## config.mk

```make
export PLATFORM = sky130hd
export DESIGN_NAME = clk_ena_monitor
export DESIGN_NICKNAME = d
export VERILOG_FILES = /design/src/rtl/clk_ena_monitor.sv
export SDC_FILE = /design/constraint.sdc
export NUM_CORES = 1
export LEC_CHECK = 0
export ABC_AREA = 0
export CORE_UTILIZATION = 50
export DETAILED_ROUTE_END_ITERATION = 12
export PLACE_DENSITY_LB_ADDON = 0.05
export SKIP_LAST_GASP = 1
export SLEW_MARGIN = 40
export SYNTH_ARGS = -nofsm -noshare
export SYNTH_HDL_FRONTEND = slang
export SYNTH_SLANG_ARGS = --single-unit
```

## constraint.sdc

```tcl
create_clock -name sys_clk -period 2.7 [get_ports sys_clk]
set_input_delay 0.54 -clock sys_clk [delete_from_list [all_inputs] [get_ports sys_clk]]
set_output_delay 0.54 -clock sys_clk [all_outputs]
set_load 0.05 [all_outputs]
```

## src/rtl/clk_ena_monitor.sv

```systemverilog
// clk_ena_monitor: receive-side checker for the clock-enable bundle
// (sam_clk_ena, sym_clk_ena, clk_phase).
// It recovers symbol timing from sym_clk_ena and runs a local phase counter.
// Each input is checked against that counter. Mismatches produce one-cycle
// error flags. Lock is reported after LOCK_SYMS clean symbols.
// Error cycles seen while locked are counted in a saturating counter.

module clk_ena_monitor #(
  parameter int SAM_PERIOD  = 4,   // sys_clk cycles per sample enable, divides SYM_PERIOD
  parameter int SYM_PERIOD  = 16,  // sys_clk cycles per symbol enable, power of two <= 16
  parameter int LOCK_SYMS   = 2,   // clean symbols needed before locked asserts (1..15)
  parameter int ERR_CNT_W   = 8,   // width of the saturating error counter
  parameter int CHECK_PHASE = 1    // 1: compare clk_phase, 0: ignore it
) (
  input  logic                 sys_clk,
  input  logic                 reset,
  input  logic                 sam_clk_ena,
  input  logic                 sym_clk_ena,
  input  logic [3:0]           clk_phase,
  input  logic                 err_clr,
  output logic                 locked,
  output logic [3:0]           phase_est,
  output logic                 sam_err,
  output logic                 sym_err,
  output logic                 phase_err,
  output logic [ERR_CNT_W-1:0] err_count
);

  typedef enum logic [1:0] {
    SEARCH = 2'd0,
    VERIFY = 2'd1,
    LOCKED = 2'd2
  } state_t;

  // SYM_PERIOD and SAM_PERIOD are powers of two, so "mod" reduces to a mask.
  localparam logic [3:0]           SYM_LAST = 4'(SYM_PERIOD - 1);
  localparam logic [3:0]           SAM_MASK = 4'(SAM_PERIOD - 1);
  localparam logic [3:0]           LOCK_TGT = 4'(LOCK_SYMS);
  localparam logic [ERR_CNT_W-1:0] ERR_MAX  = '1;

  state_t               state_q, state_d;
  logic [3:0]           phase_q, phase_d;
  logic [3:0]           good_q, good_d;
  logic [ERR_CNT_W-1:0] err_cnt_q, err_cnt_d;
  logic                 sam_err_q, sam_err_d;
  logic                 sym_err_q, sym_err_d;
  logic                 phase_err_q, phase_err_d;
  logic                 locked_q, locked_d;

  logic                 exp_sam, exp_sym;
  logic                 mis_sam, mis_sym, mis_phase, any_mis;
  logic [3:0]           phase_inc, good_inc;

  // Expected enables from the local counter and per-input mismatch detection.
  always_comb begin
    exp_sam   = ((phase_q & SAM_MASK) == SAM_MASK);
    exp_sym   = (phase_q == SYM_LAST);
    mis_sam   = (sam_clk_ena != exp_sam);
    mis_sym   = (sym_clk_ena != exp_sym);
    mis_phase = (CHECK_PHASE != 0) && (clk_phase != phase_q);
    any_mis   = mis_sam | mis_sym | mis_phase;
    phase_inc = (phase_q == SYM_LAST) ? 4'd0 : phase_q + 4'd1;
    good_inc  = good_q + 4'd1;
  end

  // Next-state logic for the search / verify / locked tracker and error counter.
  always_comb begin
    state_d     = state_q;
    phase_d     = phase_q;
    good_d      = good_q;
    err_cnt_d   = err_cnt_q;
    sam_err_d   = 1'b0;
    sym_err_d   = 1'b0;
    phase_err_d = 1'b0;

    case (state_q)
      SEARCH: begin
        // Flags stay quiet and the counter holds until a symbol pulse appears.
        if (sym_clk_ena) begin
          phase_d = 4'd0;
          good_d  = 4'd0;
          state_d = VERIFY;
        end
      end
      default: begin
        phase_d     = phase_inc;
        sam_err_d   = mis_sam;
        sym_err_d   = mis_sym;
        phase_err_d = mis_phase;
        if (any_mis) begin
          // One count per bad cycle, however many flags fire together.
          if ((state_q == LOCKED) && (err_cnt_q != ERR_MAX)) begin
            err_cnt_d = err_cnt_q + 1'b1;
          end
          good_d = 4'd0;
          // A pulse in the offending sample is taken as the new timing reference.
          if (sym_clk_ena) begin
            phase_d = 4'd0;
            state_d = VERIFY;
          end else begin
            state_d = SEARCH;
          end
        end else if ((state_q == VERIFY) && exp_sym) begin
          good_d = good_inc;
          if (good_inc == LOCK_TGT) begin
            state_d = LOCKED;
          end
        end
      end
    endcase

    // A clear wins over an increment in the same cycle.
    if (err_clr) begin
      err_cnt_d = '0;
    end

    locked_d = (state_d == LOCKED);
  end

  // State and registered outputs; reset drops lock at once without a flag pulse.
  always_ff @(posedge sys_clk or posedge reset) begin
    if (reset) begin
      state_q     <= SEARCH;
      phase_q     <= 4'd0;
      good_q      <= 4'd0;
      err_cnt_q   <= '0;
      sam_err_q   <= 1'b0;
      sym_err_q   <= 1'b0;
      phase_err_q <= 1'b0;
      locked_q    <= 1'b0;
    end else begin
      state_q     <= state_d;
      phase_q     <= phase_d;
      good_q      <= good_d;
      err_cnt_q   <= err_cnt_d;
      sam_err_q   <= sam_err_d;
      sym_err_q   <= sym_err_d;
      phase_err_q <= phase_err_d;
      locked_q    <= locked_d;
    end
  end

  assign locked    = locked_q;
  assign phase_est = phase_q;
  assign sam_err   = sam_err_q;
  assign sym_err   = sym_err_q;
  assign phase_err = phase_err_q;
  assign err_count = err_cnt_q;

endmodule
```

Word level (Yosys, flattened, before mapping) --
Cells that the tools add are included.
Storage, ports and cells: output and inout bits 16, input bits 9, logic and storage cells 54, register bits after elaboration 22
Cells by class: equality and inequality tests 12, mux-type cells 21, $add $sub $neg 3, bitwise operators 2, reductions and logical operators 8
Operator list (number):
- 4-bit two-way mux | 8
- 8-bit two-way mux | 4
- 2-bit two-way mux | 5
- 4-bit by 1-bit adder with 4-bit output (second input constant) | 2
- 8-bit by 1-bit adder with 8-bit output (second input constant) | 1
- 8-bit != test (second input constant) | 1
- 2-bit == test (second input constant) | 3
- 4-bit by 2-bit == test with 1-bit output (second input constant) | 1
- 4-bit == test (second input constant) | 1
- 1-bit two-way mux | 4
- 2-bit != test (second input constant) | 2
- 4-bit != test | 1
- 2-bit nonzero test | 2
- 3-bit AND reduction | 1
- 3-bit nonzero test | 1
- 2-bit by 1-bit == test with 1-bit output (second input constant) | 1
- 1-bit logical AND | 2
- 2-bit zero test | 1
- 1-bit != test | 2
- 1-bit bitwise OR | 2
- 2-bit AND reduction | 1

Logic depth before layout (Yosys ltp) --
Gate-level depths: netlist of the first run.
word-level depth 7, gate-level depth with buffers 7, gate-level depth less buffers 6

Least setup slack after synthesis of the first run --
No wires, ideal clock.
kind reg-to-reg, from reg phase_q[0] (netlist: phase_est[0]), to reg err_cnt_q[7] (netlist: err_count[7]), path buffers 1, cell stages (with the launch flop) 8, data arrival time 2200 ps, period minus slack after synthesis 2327 ps, setup slack 373 ps, required time 2572 ps, cell sequence dfrtp_1 -> ha_1 -> buf_6 -> and2_4 -> a211o_1 -> a31oi_4 -> nand4_1 -> mux2_1
On the way: longest elaborated chain between the ends 6
Ends and longest elaborated chain:
- start: declaration | RTL line 42 | logic [3:0] phase_q, phase_d;
- start signal: assignment | RTL line 133 | phase_q <= phase_d;
- 4-bit == test / 2-bit == test (equally long branches) | RTL line 57, 56
- 1-bit != test, on equally long branches | RTL line 59, 58
- 1-bit bitwise OR | RTL line 61 | any_mis = mis_sam | mis_sym | mis_phase;
- 1-bit bitwise OR (*) | RTL line 61
- 2-bit nonzero test (no source line) (*)
- 3-bit AND reduction (no source line) (*)
- end signal: assignment | RTL line 135 | err_cnt_q <= err_cnt_d;
- end: declaration | RTL line 44 | logic [ERR_CNT_W-1:0] err_cnt_q, err_cnt_d;
Mark *: on every way between the ends. The rest lies on a longest branch, timed or not. A chain may end at the register's enable or synchronous reset.

Worst setup path in the final report of the first run --
from reg phase_q[0] (netlist: phase_est[0]), to reg err_cnt_q[6] (netlist: err_count[6])
The elaborated chain is that of the path after synthesis.

==> impl_metrics.csv, run 1 <==
group,metric,value,unit
clock_tree,cts.htree.levels,1,
global_route,globalRouteOverflowTotal,0,
timing,timing.max_slew.rel_slack,66.2,%
synthesis,post_synth_instance_area,1220,um^2
timing,fin_skew,0.00807,ns
timing,finalWorstSetupSlack,0.468,ns
detailed_routing,viasPerCell,5.50,
hold_path,hold_class,"reg -> reg",
global_route,grt_antenna_before_repair,0,
placement,dp_hpwl,1.74,mm
clock_tree,clkSinkCount,22,
clock_tree,worst_skew_pair_later_pin_latency,0.31,ns
status,status,"complete, no violations",
finish,stdcell_area,1540,um^2
finish,combined_area_of_the_multi_input_logic_cells,641,um^2
finish,regArea,551,um^2
power_and_ir_drop,power.clock.fraction,36.9,%
global_route,grt_max_degree,23,
clock_tree,clock_path_buffers,2,
power_and_ir_drop,power.switching_fraction,24.4,%
die,top_level_ports,25,
clock_tree,cts_setup_buffers,0,
clock_tree,cts.reportedPaths.clkPinSlew,0.13,ns
timing,rsz0062_at_grt,"false",
finish,proportion_of_layout_cells_with_a_drive_suffix_above_1,8.67,%
placement,port_buffers,24,
synthesis,yosys_synthesis_warning_count,0,
synthesis,yosys-top-cells-area,"sky130_fd_sc_hd__dfrtp_1 45%, sky130_fd_sc_hd__nor2_1 5.5%, sky130_fd_sc_hd__xor2_1 4.3%, sky130_fd_sc_hd__ha_1 4.1%, sky130_fd_sc_hd__a21oi_1 3.3%",
placement,post-place-ws,0.208,ns
setup_path,cp_data_arrival_time,2.44,ns
die,core-area,2250,um^2
placement,final_weighted_congestion_of_routability_driven_global_placement,0.786,
clock_tree,ctsHoldBuffers,0,
detailed_routing,remaining_drc_errors,0,
power_and_ir_drop,leakage,0.691,nW
die,chipHeight,51.4,um
synthesis,ys.flop_type,"sky130_fd_sc_hd__dfrtp_1",
power_and_ir_drop,comb_power_share,13.4,%
power_and_ir_drop,sequentialPowerShare,49.6,%
power_and_ir_drop,total_switching_power,168,uW
synthesis,syn_area_per_cell,9.85,um^2
detailed_routing,drt.antenna.violating_nets,0,
detailed_routing,detail_route.wl_per_cell,13.5,um
die,die_x,51.4,um
timing,slew_at_the_pin_closest_to_its_max_slew_limit,0.505,ns
synthesis,netlist-cell-type-count,35,
detailed_routing,firstDrtPassIters,4,
synthesis,seq_area_frac_synth,45.1,%
finish,layout_commonest_cell,"sky130_fd_sc_hd__clkdlybuf4s50_1",
setup_path,launching_instance_or_port_of_the_critical_path,"phase_est[0]",
synthesis,synth-edff-count,0,
clock_tree,cts_root_buffer,"sky130_fd_sc_hd__clkbuf_4",
placement,dpl-instance-area,1490,um^2
finish,most-common-layout-cells,"24 x sky130_fd_sc_hd__clkdlybuf4s50_1, 22 x sky130_fd_sc_hd__dfrtp_1, 18 x sky130_fd_sc_hd__nor2_1, 10 x sky130_fd_sc_hd__nand2_1, 8 x sky130_fd_sc_hd__a21oi_1",
setup_path,endpoint_required_time_on_the_critical_path,2.91,ns
detailed_routing,detail_route.iter0.violations,21,
job,max_cap_viol_count,0,
finish,final_core_utilization,68.2,%
die,start_util,54.2,%
clock_tree,tritoncts,"done",
global_route,first_pass_grt_wire_length,4.19,mm
detailed_routing,total_via_count_in_the_routed_design,979,
setup_path,crit_type,"reg -> reg",
setup_path,endpoint_kind,"register",
setup_path,r2r_start,"phase_est[0]",
finish,antennaDiodeCount,0,
timing,hold_violations,0,
timing,timing.fmax,448,MHz
timing,layout_min_cycle_time,2.23,ns
synthesis,syn_inst,124,
synthesis,syn_nets,137,
clock_tree,count_of_instances_resized_after_the_clock_tree_is_built,0,
timing,setup_total_negative_slack,0,ns
setup_path,cp-start-kind,"register",
timing,layout_worst_path_cycle_share,82.7,%
setup_path,crit_fanout,9,
finish,area_growth,25.9,%
global_route,grt.total_usage,21.3,%
power_and_ir_drop,ir_worst_vdd,0.000374,V
global_route,vias_in_the_first_global_route,900,
timing,maxSlewViolCount,0,
synthesis,async_flop_share,100,%
die,die_outline_area,2640,um^2
finish,num-fill-cells,187,
hold_path,timing.hold.worst.start,"good_q[3]",
timing,setup_viol_count_final,0,
power_and_ir_drop,power.density,448,nW/um^2
detailed_routing,detail_route.wirelength,2.40,mm
synthesis,synthDominantCellAreaShare,45.1,%
clock_tree,cts_buffers,3,
power_and_ir_drop,internal_power,522,uW
synthesis,netlist.top_cell.by_area,"sky130_fd_sc_hd__dfrtp_1",
synthesis,ys_seq_elements,22,
die,standard_cell_rows,17,
finish,num-nets-final,164,
per-stage QoR:
step	cells	total power [mW]	hold slack [ns]
final	178	0.690	0.513
after global routing	178	0.716	0.527
after CTS	178	0.692	0.515
after detailed placement	174	0.441	0.485
after global placement	174	0.440	0.483
after floorplan	124	0.408	0.464
path summary, 6_finish.rpt:
check / cells past startpoint / endpoint / slack [ns]
max: 6 / err_count[6] / 0.47
min: 1 / good_q[3] / 0.51
max reg2reg: 6 / err_count[6] / 0.47
min reg2reg: 1 / good_q[3] / 0.51
max in group asynchronous: 2 / state_q[0] / 1.84
min in group asynchronous: 2 / err_count[0] / 0.53
registers in the layout (all words and copies together) (netlist names):
name and flops:
phase_est 4, sam_err 1, state_q 2, locked 1, sym_err 1, phase_err 1, err_count 8, good_q 4
power by group through the flow:
stage	registers, mW	logic [mW]	clock network (mW)
final	0.342	0.0925	0.255
after global routing	0.344	0.101	0.272
after CTS	0.342	0.0929	0.257
after detailed placement	0.349	0.0925	0
after global placement	0.349	0.0909	0
after floorplan	0.369	0.0393	0
worst max-delay path: stages, from the launching register on:
cell	delay, ns
sky130_fd_sc_hd__dfrtp_1	0.46
sky130_fd_sc_hd__ha_1	0.33
sky130_fd_sc_hd__and2_4	0.18
sky130_fd_sc_hd__a211o_1	0.36
sky130_fd_sc_hd__a31oi_4	0.31
sky130_fd_sc_hd__nand4_1	0.15
sky130_fd_sc_hd__mux2_1	0.33
cells in the mapped netlist, types with 2 or more instances:
cell type and count:
sky130_fd_sc_hd__inv_1 3, sky130_fd_sc_hd__or2_2 2, sky130_fd_sc_hd__a21oi_1 8, sky130_fd_sc_hd__nor2_1 18, sky130_fd_sc_hd__nor2b_1 3, sky130_fd_sc_hd__nand2_1 10
sky130_fd_sc_hd__xor2_1 6, sky130_fd_sc_hd__nand4_1 5, sky130_fd_sc_hd__nand3_1 5, sky130_fd_sc_hd__a21o_1 3, sky130_fd_sc_hd__nand2b_1 4, sky130_fd_sc_hd__dfrtp_1 22
sky130_fd_sc_hd__clkbuf_1 2, sky130_fd_sc_hd__a311oi_1 2, sky130_fd_sc_hd__and3_1 4, sky130_fd_sc_hd__xnor2_1 3, sky130_fd_sc_hd__mux2_1 3, sky130_fd_sc_hd__ha_1 4
cell families after synthesis:
family | after synthesis | synth area share, %
AND/OR/NAND/NOR | 55 | 23.4
AO/OA/AOI/OAI | 24 | 15.0
flip-flops | 22 | 45.1
XOR/XNOR | 9 | 6.46
buffers and inverters | 6 | 2.46
multiplexers | 4 | 3.59
adder cells (fa/ha/maj) | 4 | 4.10
metal layers:
metal / up-vias / wire length (um) / global-route usage, % / part of all wire (%)
li1: 488 / - / - / -
met1: 474 / 1140 / 27.9 / 47
met2: 17 / 1190 / 35.7 / 50
met3: 0 / 75 / 3.57 / 3.1
met4: 0 / 0 / 6.76 / 0
met5: - / 0 / 0 / 0
layout make-up:
cell class,count,share of cell area [%]
inverter,3,0.732
timing repair buffer,25,16.1
clock buffer,3,1.46
sequential,22,35.8
clock inverter,1,1.95
tap,28,2.28
multi-input combinational,96,41.7
Note: power is estimated with default switching activity, not from simulation.
==> inputs of run 2 (changes only) <==
==> constraint.sdc (replaced) <==
create_clock -name sys_clk -period 2.3 [get_ports sys_clk]
set_input_delay 0.46 -clock sys_clk [delete_from_list [all_inputs] [get_ports sys_clk]]
set_output_delay 0.46 -clock sys_clk [all_outputs]
set_load 0.05 [all_outputs]
==> run 2 against run 1 <==
- flip-flop and latch count unchanged
- clock skew down 0.0040 ns
- routed wire length rose by 2.8%
- setup slack got worse by 0.29 ns
- cell area grew 4.0%
- hold slack worse by 0.070 ns
- clock power rose by 16%
- cell count rose by 4.5%
- largest power group unchanged
- global-route usage rose by 0.37 points
==> impl_metrics.csv, run 2 (same netlist as run 1, synthesis figures left out) <==
group,metric,value,unit
detailed_routing,detail_route.wl_per_cell,13.3,um
clock_tree,clock_path_buffers,2,
finish,finalNonFillerCells,186,
clock_tree,clkSinkCount,22,
placement,dpl-instance-area,1550,um^2
timing,maxSlewViolCount,0,
setup_path,cpPeakStageDelay,0.85,ns
global_route,globalRouteOverflowTotal,0,
timing,timing.fmax,471,MHz
finish,proportion_of_layout_cells_with_a_drive_suffix_above_1,13.3,%
setup_path,crit_type,"reg -> out",
setup_path,critical_path_buf_inv_count,1,
global_route,grt_antenna_before_repair,0,
die,start_util,54.2,%
detailed_routing,firstDrtPassIters,4,
finish,antennaDiodeCount,0,
power_and_ir_drop,ir_worst_vdd,0.000437,V
finish,most-common-layout-cells,"24 x sky130_fd_sc_hd__clkdlybuf4s50_1, 21 x sky130_fd_sc_hd__dfrtp_1, 18 x sky130_fd_sc_hd__nor2_1, 10 x sky130_fd_sc_hd__nand2_1, 9 x sky130_fd_sc_hd__buf_4",
detailed_routing,drt.antenna.violating_nets,0,
setup_path,timing.critical_path.max_delay_family,"buffers and inverters",
job,max_cap_viol_count,0,
timing,setup_viol_count_final,0,
placement,dp_hpwl,1.89,mm
timing,fin_skew,0.00411,ns
setup_path,endpoint_kind,"output port",
timing,timing.max_slew.rel_slack,65.6,%
global_route,grt_max_degree,14,
die,die_x,51.4,um
setup_path,crit_fanout,6,
timing,slew_at_the_pin_closest_to_its_max_slew_limit,0.514,ns
setup_path,endpoint_required_time_on_the_critical_path,1.84,ns
timing,rsz0062_at_grt,"false",
die,chipHeight,51.4,um
clock_tree,worst_skew_pair_later_pin_latency,0.30,ns
clock_tree,cts_setup_buffers,0,
finish,num-nets-final,172,
setup_path,cp_slowest_cell,"sky130_fd_sc_hd__clkdlybuf4s50_1",
finish,layout_commonest_cell,"sky130_fd_sc_hd__clkdlybuf4s50_1",
detailed_routing,viasPerCell,5.56,
hold_path,hold_class,"in -> async",
global_route,first_pass_grt_wire_length,4.29,mm
timing,hold_violations,0,
finish,largest_reg_flops,8,
setup_path,cp-start-kind,"register",
timing,layout_worst_path_cycle_share,92.4,%
clock_tree,cts_buffers,3,
die,core-area,2250,um^2
finish,stdcell_area,1600,um^2
placement,port_buffers,24,
timing,setup_total_negative_slack,0,ns
setup_path,crit_chain,"clkdlybuf4s50_1",
setup_path,r2r_slack,0.19,ns
global_route,vias_in_the_first_global_route,989,
clock_tree,cts.reportedPaths.clkPinSlew,0.13,ns
detailed_routing,remaining_drc_errors,0,
setup_path,cp_data_arrival_time,1.67,ns
power_and_ir_drop,leakage,0.731,nW
power_and_ir_drop,total_power,815,uW
status,status,"complete, no violations",
die,top_level_ports,25,
clock_tree,tritoncts,"done",
detailed_routing,detail_route.wirelength,2.47,mm
die,die_outline_area,2640,um^2
global_route,grt.total_usage,21.7,%
clock_tree,count_of_instances_resized_after_the_clock_tree_is_built,0,
clock_tree,cts.htree.levels,1,
placement,placedCellCount,182,
detailed_routing,detail_route.iter0.violations,29,
clock_tree,cts_root_buffer,"sky130_fd_sc_hd__clkbuf_4",
clock_tree,ctsHoldBuffers,0,
die,standard_cell_rows,17,
finish,area_growth,30.9,%
timing,layout_min_cycle_time,2.13,ns
power_and_ir_drop,power.density,510,nW/um^2
placement,final_weighted_congestion_of_routability_driven_global_placement,0.772,
detailed_routing,total_via_count_in_the_routed_design,1034,
==> run 2: changes by cell type in the layout (fill, tap and decap cells not counted), sizes merged <==
cell and delta:
buf +8
==> run 2: through the flow <==
stage / utilization, % / setup slack [ns] / hold WS (ns)
finish: 70.9 / 0.175 / 0.443
global route: 70.9 / 0.0639 / 0.483
CTS: 70.9 / 0.169 / 0.456
detailed placement: 68.6 / 0.00271 / 0.508
global placement: 68.6 / 0.0685 / 0.481
floorplan: - / 0.00279 / 0.449
==> run 2: area by class of cell <==
| cell class | instances | area, um^2 |
|---|---|---|
| fillers | 189 | 656 |
| multi-input cells | 96 | 641 |
| flip-flops and latches | 22 | 552 |
| repair buffers | 33 | 308 |
| well taps | 28 | 35.0 |
| clock inverters | 1 | 30.0 |
| clock buffers | 3 | 22.5 |
| inverters | 3 | 11.3 |
==> run 2: path summary, 6_finish.rpt <==
check,start,cells past startpoint,end
min,reset,2,good_q[2]
max in group asynchronous,reset,3,phase_err
max reg2reg,phase_est[0],6,err_count[7]
max,phase_est[2],1,phase_est[2]
min reg2reg,good_q[3],1,good_q[3]
min in group sys_clk,good_q[3],1,good_q[3]
==> run 2: worst reg2reg max path, stage by stage (launching register included) <==
cell and delay [ns]:
sky130_fd_sc_hd__dfrtp_2 0.47, sky130_fd_sc_hd__ha_1 0.30, sky130_fd_sc_hd__and2_4 0.17, sky130_fd_sc_hd__a211o_1 0.35, sky130_fd_sc_hd__a31oi_4 0.24, sky130_fd_sc_hd__nand4_1 0.13, sky130_fd_sc_hd__mux2_1 0.34
==> run 2: power breakdown <==
| part | internal [mW] | switching, mW |
|---|---|---|
| sequential | 0.395 | 0.00747 |
| clock | 0.176 | 0.121 |
| combinational | 0.0474 | 0.0684 |
| total | 0.618 | 0.197 |
==> run 2: metal layers <==
layer | vias up | global-route usage, % | part of all wire, %
met1 | 500 | 27.8 | 44
met3 | 2 | 3.87 | 4.6
met4 | 0 | 6.31 | 0.69
li1 | 506 | - | -
met2 | 26 | 37.0 | 51
met5 | - | 0 | 0
==> inputs of run 3 (changes only) <==
--- a/config.mk
+++ b/config.mk
@@ -6,7 +6,9 @@
 export NUM_CORES = 1
 export LEC_CHECK = 0
 export ABC_AREA = 0
-export CORE_UTILIZATION = 50
+export CELL_PAD_IN_SITES_DETAIL_PLACEMENT = 2
+export CELL_PAD_IN_SITES_GLOBAL_PLACEMENT = 2
+export CORE_UTILIZATION = 31
 export DETAILED_ROUTE_END_ITERATION = 12
 export PLACE_DENSITY_LB_ADDON = 0.05
 export SKIP_LAST_GASP = 1
==> run 3 against run 2 <==
- combinational power about the same
- non-clock buffer count decreased by 1
- highest routed layer unchanged
- sequential share of layout area decreased by 0.43 points
- die area increased by 59%
- largest power group unchanged
- flip-flop and latch count unchanged
- register-to-register slack about the same
- first-iteration DRC count increased by 48%
- largest cell class unchanged
- global-route usage decreased by 4.3 points
==> impl_metrics.csv, run 3 (same netlist as run 1, synthesis figures left out) <==
group,metric,value,unit
clock_tree,clkSinkCount,22,
status,status,"complete, no violations",
timing,setup_viol_count_final,0,
placement,port_buffers,24,
die,die_outline_area,4190,um^2
global_route,grt_max_degree,23,
finish,proportion_of_layout_cells_with_a_drive_suffix_above_1,12.7,%
finish,layout_commonest_cell,"sky130_fd_sc_hd__clkdlybuf4s50_1",
finish,area_growth,32.6,%
timing,fin_skew,0.00113,ns
global_route,grt.total_usage,17.4,%
finish,regArea,552,um^2
finish,largest_reg_flops,8,
clock_tree,cts_setup_buffers,0,
clock_tree,ctsHoldBuffers,0,
setup_path,crit_fanout,7,
placement,post-place-ws,-0.00445,ns
placement,dp_hpwl,2.53,mm
clock_tree,cts.reportedPaths.clkPinSlew,0.08,ns
finish,num-nets-final,171,
finish,most-common-layout-cells,"24 x sky130_fd_sc_hd__clkdlybuf4s50_1, 21 x sky130_fd_sc_hd__dfrtp_1, 18 x sky130_fd_sc_hd__nor2_1, 10 x sky130_fd_sc_hd__nand2_1",
global_route,grt_antenna_before_repair,0,
clock_tree,clock_path_buffers,2,
detailed_routing,remaining_drc_errors,0,
detailed_routing,detail_route.wirelength,3.22,mm
finish,combined_area_of_the_multi_input_logic_cells,641,um^2
clock_tree,tritoncts,"done",
setup_path,worst-r2r-cell-count,6,
die,top_level_ports,25,
finish,num-fill-cells,416,
hold_path,hold_class,"reg -> reg",
detailed_routing,viasPerCell,5.03,
die,standard_cell_rows,22,
global_route,globalRouteOverflowTotal,0,
timing,layout_min_cycle_time,2.12,ns
timing,rsz0062_at_grt,"false",
hold_path,hold_path_depth,1,
finish,antennaDiodeCount,0,
timing,layout_worst_path_cycle_share,92.0,%
detailed_routing,detail_route.iter0.violations,43,
die,start_util,32.9,%
clock_tree,count_of_instances_resized_after_the_clock_tree_is_built,0,
timing,timing.max_slew.rel_slack,63.1,%
die,core-area,3720,um^2
placement,final_weighted_congestion_of_routability_driven_global_placement,0.738,
clock_tree,cts_root_buffer,"sky130_fd_sc_hd__clkbuf_8",
global_route,vias_in_the_first_global_route,1116,
die,chipHeight,64.8,um
detailed_routing,detail_route.wl_per_cell,15.7,um
detailed_routing,firstDrtPassIters,3,
setup_path,endpoint_kind,"register",
setup_path,crit_type,"reg -> reg",
detailed_routing,total_via_count_in_the_routed_design,1031,
job,max_cap_viol_count,0,
setup_path,endpoint_required_time_on_the_critical_path,2.45,ns
power_and_ir_drop,ir_worst_vdd,0.000224,V
global_route,first_pass_grt_wire_length,5.53,mm
detailed_routing,drt.antenna.violating_nets,0,
timing,finalWorstSetupSlack,0.185,ns
timing,timing.fmax,473,MHz
clock_tree,cts.htree.levels,1,
power_and_ir_drop,total_power,808,uW
timing,hold_violations,0,
setup_path,cp-start-kind,"register",
power_and_ir_drop,power.density,499,nW/um^2
setup_path,cp_data_arrival_time,2.26,ns
clock_tree,cts_buffers,3,
timing,maxSlewViolCount,0,
timing,slew_at_the_pin_closest_to_its_max_slew_limit,0.551,ns
power_and_ir_drop,leakage,0.726,nW
die,die_x,64.8,um
clock_tree,worst_skew_pair_later_pin_latency,0.26,ns
-- run 3: cell types whose count changed in the layout (fill, tap and decap cells not counted), sizes merged --
cell	before	now
buf	9	8
bufinv	1	0
clkbuf	3	4
-- run 3: per-layer routing --
layer,track usage [%],part of all wire [%]
met1,22.3,46
met2,30.6,51
met5,0,0
met3,2.11,1.5
met4,4.17,0.96
-- run 3: final timing paths --
check,end,startpoint,slack [ns]
max in group asynchronous,phase_est[0],reset,1.50
setup / recovery,err_count[7],phase_est[0],0.18
hold reg to reg,good_q[3],good_q[3],0.51
min in group asynchronous,good_q[2],reset,0.55
setup reg to reg,err_count[7],phase_est[0],0.18
hold / removal,good_q[3],good_q[3],0.51
-- run 3: worst max-delay path: stages, from the launching register on --
cell and delay (ns):
sky130_fd_sc_hd__dfrtp_2 0.45, sky130_fd_sc_hd__ha_1 0.32, sky130_fd_sc_hd__and2_4 0.18, sky130_fd_sc_hd__a211o_1 0.36
sky130_fd_sc_hd__a31oi_4 0.22, sky130_fd_sc_hd__nand4_1 0.14, sky130_fd_sc_hd__mux2_1 0.34
-- run 3: final cells by class --
type | count | area share [%]
timing repair buffer | 32 | 18.5
inverter | 3 | 0.696
clock buffer | 4 | 3.40
multi-input combinational | 96 | 39.6
sequential | 22 | 34.1
tap | 48 | 3.71
-- run 3: report_power, final --
group / internal [mW] / switching, mW / total [mW]
sequential: 0.395 / 0.00831 / 0.403
combinational: 0.0471 / 0.0713 / 0.118
clock: 0.153 / 0.134 / 0.287
total: 0.594 / 0.214 / 0.808
-- run 3: per-stage QoR --
| step | hold slack, ns | utilization (%) | TNS (ns) | cell area [um^2] | instances |
|---|---|---|---|---|---|
| 2_1_floorplan | 0.449 | - | 0 | 1220 | 124 |
| 3_3_place_gp | 0.474 | 42.1 | 0 | 1560 | 201 |
| 3_5_place_dp | 0.502 | 42.1 | -0.00445 | 1560 | 201 |
| 4_1_cts | 0.519 | 43.6 | 0 | 1620 | 205 |
| 5_1_grt | 0.551 | 43.6 | 0 | 1620 | 205 |
| 6_report | 0.514 | 43.6 | 0 | 1620 | 205 |
